**src/rtl/fifo_pkg.sv**
```systemverilog
// fifo_pkg: shared constants, clog2 and parameter-legality check for the FIFO slice
package fifo_pkg;

    localparam int DEF_WIDTH = 8;
    localparam int DEF_DEPTH = 16;

    function automatic int clog2(input int v);
        int r;
        r = 0;
        while ((1 << r) < v) r++;
        return r;
    endfunction

    function automatic bit params_ok(input int width, input int depth, input int af, input int ae);
        return width >= 1 && depth >= 2 && (depth & (depth - 1)) == 0 &&
               af >= 1 && af <= depth && ae >= 0 && ae <= depth - 1;
    endfunction

endpackage

```
**src/rtl/fifo_ram.sv**
```systemverilog
// fifo_ram: simple dual-port RAM, one write port and one registered read port, no reset
//   clk          clock
//   we/waddr/wdata  write port
//   re/raddr     read port; rdata updates only on re and holds otherwise
module fifo_ram
    import fifo_pkg::*;
#(
    parameter int WIDTH = DEF_WIDTH,
    parameter int DEPTH = DEF_DEPTH,
    localparam int AW = clog2(DEPTH)
) (
    input  logic             clk,
    input  logic             we,
    input  logic [AW-1:0]    waddr,
    input  logic [WIDTH-1:0] wdata,
    input  logic             re,
    input  logic [AW-1:0]    raddr,
    output logic [WIDTH-1:0] rdata
);

    logic [WIDTH-1:0] mem [DEPTH];

    always_ff @(posedge clk) begin
        if (we) mem[waddr] <= wdata;
        if (re) rdata <= mem[raddr];
    end

endmodule

```
**src/rtl/sync_fifo_param.sv**
```systemverilog
// sync_fifo_param: single-clock FIFO with occupancy count, thresholds, valid strobe and sticky error flags
//   clk, rst            clock, synchronous active-high reset
//   we, data_in         write request and data
//   re                  read request
//   data_out, data_valid  registered read data and one-cycle new-word strobe
//   empty, full, almost_empty, almost_full, count  decodes of the registered occupancy
//   overflow, underflow sticky rejected-write / rejected-read flags
module sync_fifo_param
    import fifo_pkg::*;
#(
    parameter int WIDTH    = DEF_WIDTH,
    parameter int DEPTH    = DEF_DEPTH,
    parameter int AF_LEVEL = DEPTH - 2,
    parameter int AE_LEVEL = 2,
    localparam int AW = clog2(DEPTH)
) (
    input  logic             clk,
    input  logic             rst,
    input  logic             we,
    input  logic [WIDTH-1:0] data_in,
    input  logic             re,
    output logic [WIDTH-1:0] data_out,
    output logic             data_valid,
    output logic             empty,
    output logic             full,
    output logic             almost_empty,
    output logic             almost_full,
    output logic [AW:0]      count,
    output logic             overflow,
    output logic             underflow
);

    if (!params_ok(WIDTH, DEPTH, AF_LEVEL, AE_LEVEL)) begin : g_bad_params
        $error("sync_fifo_param: illegal WIDTH/DEPTH/AF_LEVEL/AE_LEVEL");
    end

    logic [AW-1:0]    wr_ptr, rd_ptr;
    logic [WIDTH-1:0] rdata;
    logic             rd_ok, wr_ok, loaded;

    // Requests made while rst is high are dropped so they touch neither RAM nor flags.
    assign rd_ok = re & ~empty & ~rst;
    assign wr_ok = we & (~full | rd_ok) & ~rst;

    assign empty        = count == '0;
    assign full         = count == (AW+1)'(DEPTH);
    assign almost_empty = count <= (AW+1)'(AE_LEVEL);
    assign almost_full  = count >= (AW+1)'(AF_LEVEL);

    // The RAM read register has no reset; loaded masks it to zero until the first read after reset.
    assign data_out = loaded ? rdata : '0;

    fifo_ram #(.WIDTH(WIDTH), .DEPTH(DEPTH)) u_ram (
        .clk  (clk),
        .we   (wr_ok),
        .waddr(wr_ptr),
        .wdata(data_in),
        .re   (rd_ok),
        .raddr(rd_ptr),
        .rdata(rdata)
    );

    always_ff @(posedge clk) begin
        if (rst) begin
            wr_ptr     <= '0;
            rd_ptr     <= '0;
            count      <= '0;
            data_valid <= 1'b0;
            loaded     <= 1'b0;
            overflow   <= 1'b0;
            underflow  <= 1'b0;
        end else begin
            wr_ptr     <= wr_ok ? wr_ptr + AW'(1) : wr_ptr;
            rd_ptr     <= rd_ok ? rd_ptr + AW'(1) : rd_ptr;
            count      <= count + (AW+1)'(wr_ok) - (AW+1)'(rd_ok);
            data_valid <= rd_ok;
            loaded     <= loaded | rd_ok;
            overflow   <= overflow | (we & ~wr_ok);
            underflow  <= underflow | (re & ~rd_ok);
        end
    end

endmodule

```
**config.mk**
```make
export PLATFORM = sky130hd
export DESIGN_NAME = sync_fifo_param
export DESIGN_NICKNAME = d
export VERILOG_FILES = /design/src/rtl/fifo_pkg.sv /design/src/rtl/fifo_ram.sv /design/src/rtl/sync_fifo_param.sv
export SDC_FILE = /design/constraint.sdc
export NUM_CORES = 1
export LEC_CHECK = 0
export ABC_AREA = 1
export CAP_MARGIN = 10
export CORE_MARGIN = 4
export CORE_UTILIZATION = 35
export DETAILED_ROUTE_END_ITERATION = 10
export GPL_ROUTABILITY_DRIVEN = 0
export SYNTH_ARGS = -nofsm -noshare
export SYNTH_HDL_FRONTEND = slang
export SYNTH_SLANG_ARGS = --single-unit
```
**constraint.sdc**
```tcl
create_clock -name clk -period 2.3 [get_ports clk]
set_input_delay 0.345 -clock clk [delete_from_list [all_inputs] [get_ports clk]]
set_output_delay 0.345 -clock clk [all_outputs]
set_load 0.1 [all_outputs]
```
==> summary.md <==
| Metric | Value |
|---|---|
| Largest cells by area after synthesis | edfxtp_1, inv_1, dfxtp_1 |
| Site row count | 49 |
| Overflow after GRT | 0 |
| DRC Markers | 0 |
| Skew final | about 0.0083 ns |
| Gr usage total | 14.0% |
| Final HPWL from detailed placement | 9.15 mm |
| Data required, critical path | 2.60 ns |
| Slew @ Worst Pin | 0.665 ns |
| Syn Inst Count | 584 |
| FILL cells | 1661 |
| P&R area growth vs syn | 23.2% |
| Initial drt markers | 400 |
| Clk slew on worst S/H paths | roughly 0.060 ns |
| Hold-fix buffers at CTS | 0 |
| Pwr/cell area | 1110 nW/um^2 |
| Post-Syn Area | 6600 sq um |
| Vias | 4268 |
| CTS tree | yes |
| Root Buffer | clkbuf_16 |
| Initial antenna violation count | 0 |
| Worst Setup SP | count[2]$_SDFF_PP0_ |
| Average wire per standard cell | ~16 um |
| Syn Nets | around 600 |
| Final setup fails | 0 |
| Post-DRT Antenna Nets | 0 |
| Worst EP arrival | roughly 2.6 ns |
| Hold_ws | 0.464 ns |
| RSZ-0062 raised after global routing | yes |
| Flops & latches, synth | 153 |
| Final core occ | 44.5% |
| Area leader, netlist | edfxtp_1 |
| Leakage | between 3 and 4 nW |
| Area occupied by multi-input gates | around 1700 sq um |
| VDD IR max | 594 uV |
| Pin count of the biggest net entering global routing | 52 |
| Rel. slew slack | 55.4% |
| Crit-path max FO | 2 |
| Seq/Total Area, Yosys | 67.0% |
| Kind of critical path | reg -> reg |
| Hold depth | 2 |
| H-tree depth | 4 |
| Post-synthesis cell type count | 30 |
| Final worst slack | approximately 0.027 ns |
| Reg area | 4450 sq um |
| Hold/Removal Path Class | reg -> reg |
| Worst Setup End Kind | register |
| CTS Buf Count | 17 |
| Width of the die | 145 um |
| First-pass GRT wire length | 23.1 mm |
| Clk Latency, worst-skew pair | 0.42 ns |
| Die Ht | 145 um |
| Warnings, synthesis | 0 |
| DIE AREA | 21100 sq um |
| Startpoint Class | register |
| Vias in the first global route | 4294 |
| Period utilization | between 90% and 100% |
| Drt first pass iters | 5 |
| Diode count | 0 |
| Final Slew Violations | 0 |
| R2R Path End | count[4]$_SDFF_PP0_ |
| Max-Cap Viols | 0 |
| CTS sink cnt | 153 |
| Share of post-route cells with drive strength above 1 | a little under a fifth |
| WL final | 14.3 mm |
| IO buf count | 31 |
| R2r setup slk | 0.03 ns |
| Initial Utilization | between 30 and 40% |
| Fin. Hold Viols | 0 |
| FMAX | 440 MHz |
| Clk buf depth | 2 |
| # IOs | 32 |
| Status | completed |
| Syn Area/Cell | about 11 sq um |
| R2R cell count | 16 |
| Dpl ws | -0.436 ns |
| Min Clock Period, post-route | 2.27 ns |
| Total power | 9.05 mW |
| Core area | roughly 18000 sq um |
| Setup TNS | 0 ns |
| Worst Setup EP | count[4]$_SDFF_PP0_ |
| Nets | approximately 680 |
| Crit Reg-Reg Startpoint | count[2]$_SDFF_PP0_ |
| Vias per cell | 4.77 |
| Top-area cell type share of the netlist area | about 62% |
-- worst min-delay path by stage --
stage                   startpoint  slack (ns)                         to
2_1_floorplan           data_in[0]        0.44  u_ram.mem[0][0]$_DFFE_PP_
3_3_place_gp   overflow$_SDFF_PP0_        0.45        overflow$_SDFF_PP0_
3_5_place_dp   overflow$_SDFF_PP0_        0.45        overflow$_SDFF_PP0_
4_1_cts        overflow$_SDFF_PP0_        0.46        overflow$_SDFF_PP0_
5_1_grt        overflow$_SDFF_PP0_        0.47        overflow$_SDFF_PP0_
6_report       overflow$_SDFF_PP0_        0.46        overflow$_SDFF_PP0_
-- synth_stat cells, drive strengths merged --
cell type    n
nor3         4
clkbuf       5
buf         23
o211ai      33
inv        104
a21oi       39
o41ai        1
xor2         1
dfxtp       17
nor3b        2
edfxtp     136
nor2        33
clkinv       2
nand4        3
nand3       54
ha          15
o21bai       1
fa           1
nand2       71
o21ai       38
o21a         1
-- sequential cells by signal, summed over array words and instances (netlist names) --
signal,flops
overflow,1
loaded,1
u_ram.rdata,8
wr_ptr,4
rd_ptr,4
underflow,1
count,5
u_ram.mem,128
data_valid,1
-- repair_timing --
item                                    in CTS  in global routing
setup buffers                                6                  0
endpoints found under the setup margin       1                  1
pin swaps                                    9                  5
resized for setup                            5                  0
-- cells by family after synthesis --
group	count (synthesis)	share of synthesized area, %
AOI/OAI and AO/OA	113	10.2
DFF	153	67.0
xor gates and xnor gates	1	0.133
and+or+nand+nor	167	11.3
buffers and inverters	134	8.26
adders and majority gates	16	3.15
-- layout make-up --
type,instances,share of cell area [%]
Clock buffer,17,5.23
Clock inverter,15,2.40
Inverter,106,4.99
Multi-Input combinational cell,297,21.0
Sequential cell,153,54.7
Tap cell,229,3.52
Timing Repair Buffer,78,8.16
-- report_power, final --
group          switching, mW  internal (mW)  leakage, nW
Combinational           1.83          0.900         1.47
Sequential             0.175           3.20         1.37
Clock                   1.12           1.82        0.302
-- critical path, stage by stage (launching register included) --
cell and delay (ns):
dfxtp_4 0.35, inv_4 0.04, ha_4 0.16, inv_4 0.06, nor2_4 0.04, o211ai_4 0.10
nand2_4 0.08, nor2_4 0.09, inv_2 0.05, ha_4 0.25, inv_2 0.04, ha_4 0.15
fa_2 0.37, a21oi_2 0.12, o21bai_1 0.08, o21ai_1 0.12, a21oi_1 0.05
-- through the flow --
step	instances	area [sq um]
final	895	8130
after global routing	895	8130
after detailed placement	857	7440
after global placement	857	7440
after floorplan	584	6680
after CTS	895	8130
-- routing by layer --
metal	track usage, %	vias up	wire length [um]
li1	-	2137	-
met1	17.9	2050	6510
met2	23.9	63	7100
met3	3.46	18	486
met4	3.47	0	158
met5	0	-	0
-- layout by cell type (no fill, tap or decap), types with 2 or more instances in the layout --
cell type / netlist / layout
a21oi_1: 39 / 38
buf_12: 0 / 4
buf_4: 6 / 63
bufinv_16: 0 / 4
clkbuf_16: 0 / 17
clkdlybuf4s50_1: 0 / 11
clkinv_1: 2 / 5
clkinv_2: 0 / 2
dfxtp_1: 17 / 10
dfxtp_4: 0 / 6
edfxtp_1: 136 / 136
ha_1: 15 / 12
ha_4: 0 / 3
inv_1: 103 / 98
inv_2: 1 / 3
inv_4: 0 / 3
inv_6: 0 / 3
nand2_1: 68 / 68
nand2_2: 2 / 2
nand3_1: 53 / 53
nand4_1: 2 / 2
nor2_1: 32 / 31
nor2_4: 1 / 2
nor3_1: 4 / 3
nor3b_1: 2 / 2
o211ai_1: 32 / 32
o21ai_0: 38 / 37
No activity file was read; power rests on OpenSTA's default activity.
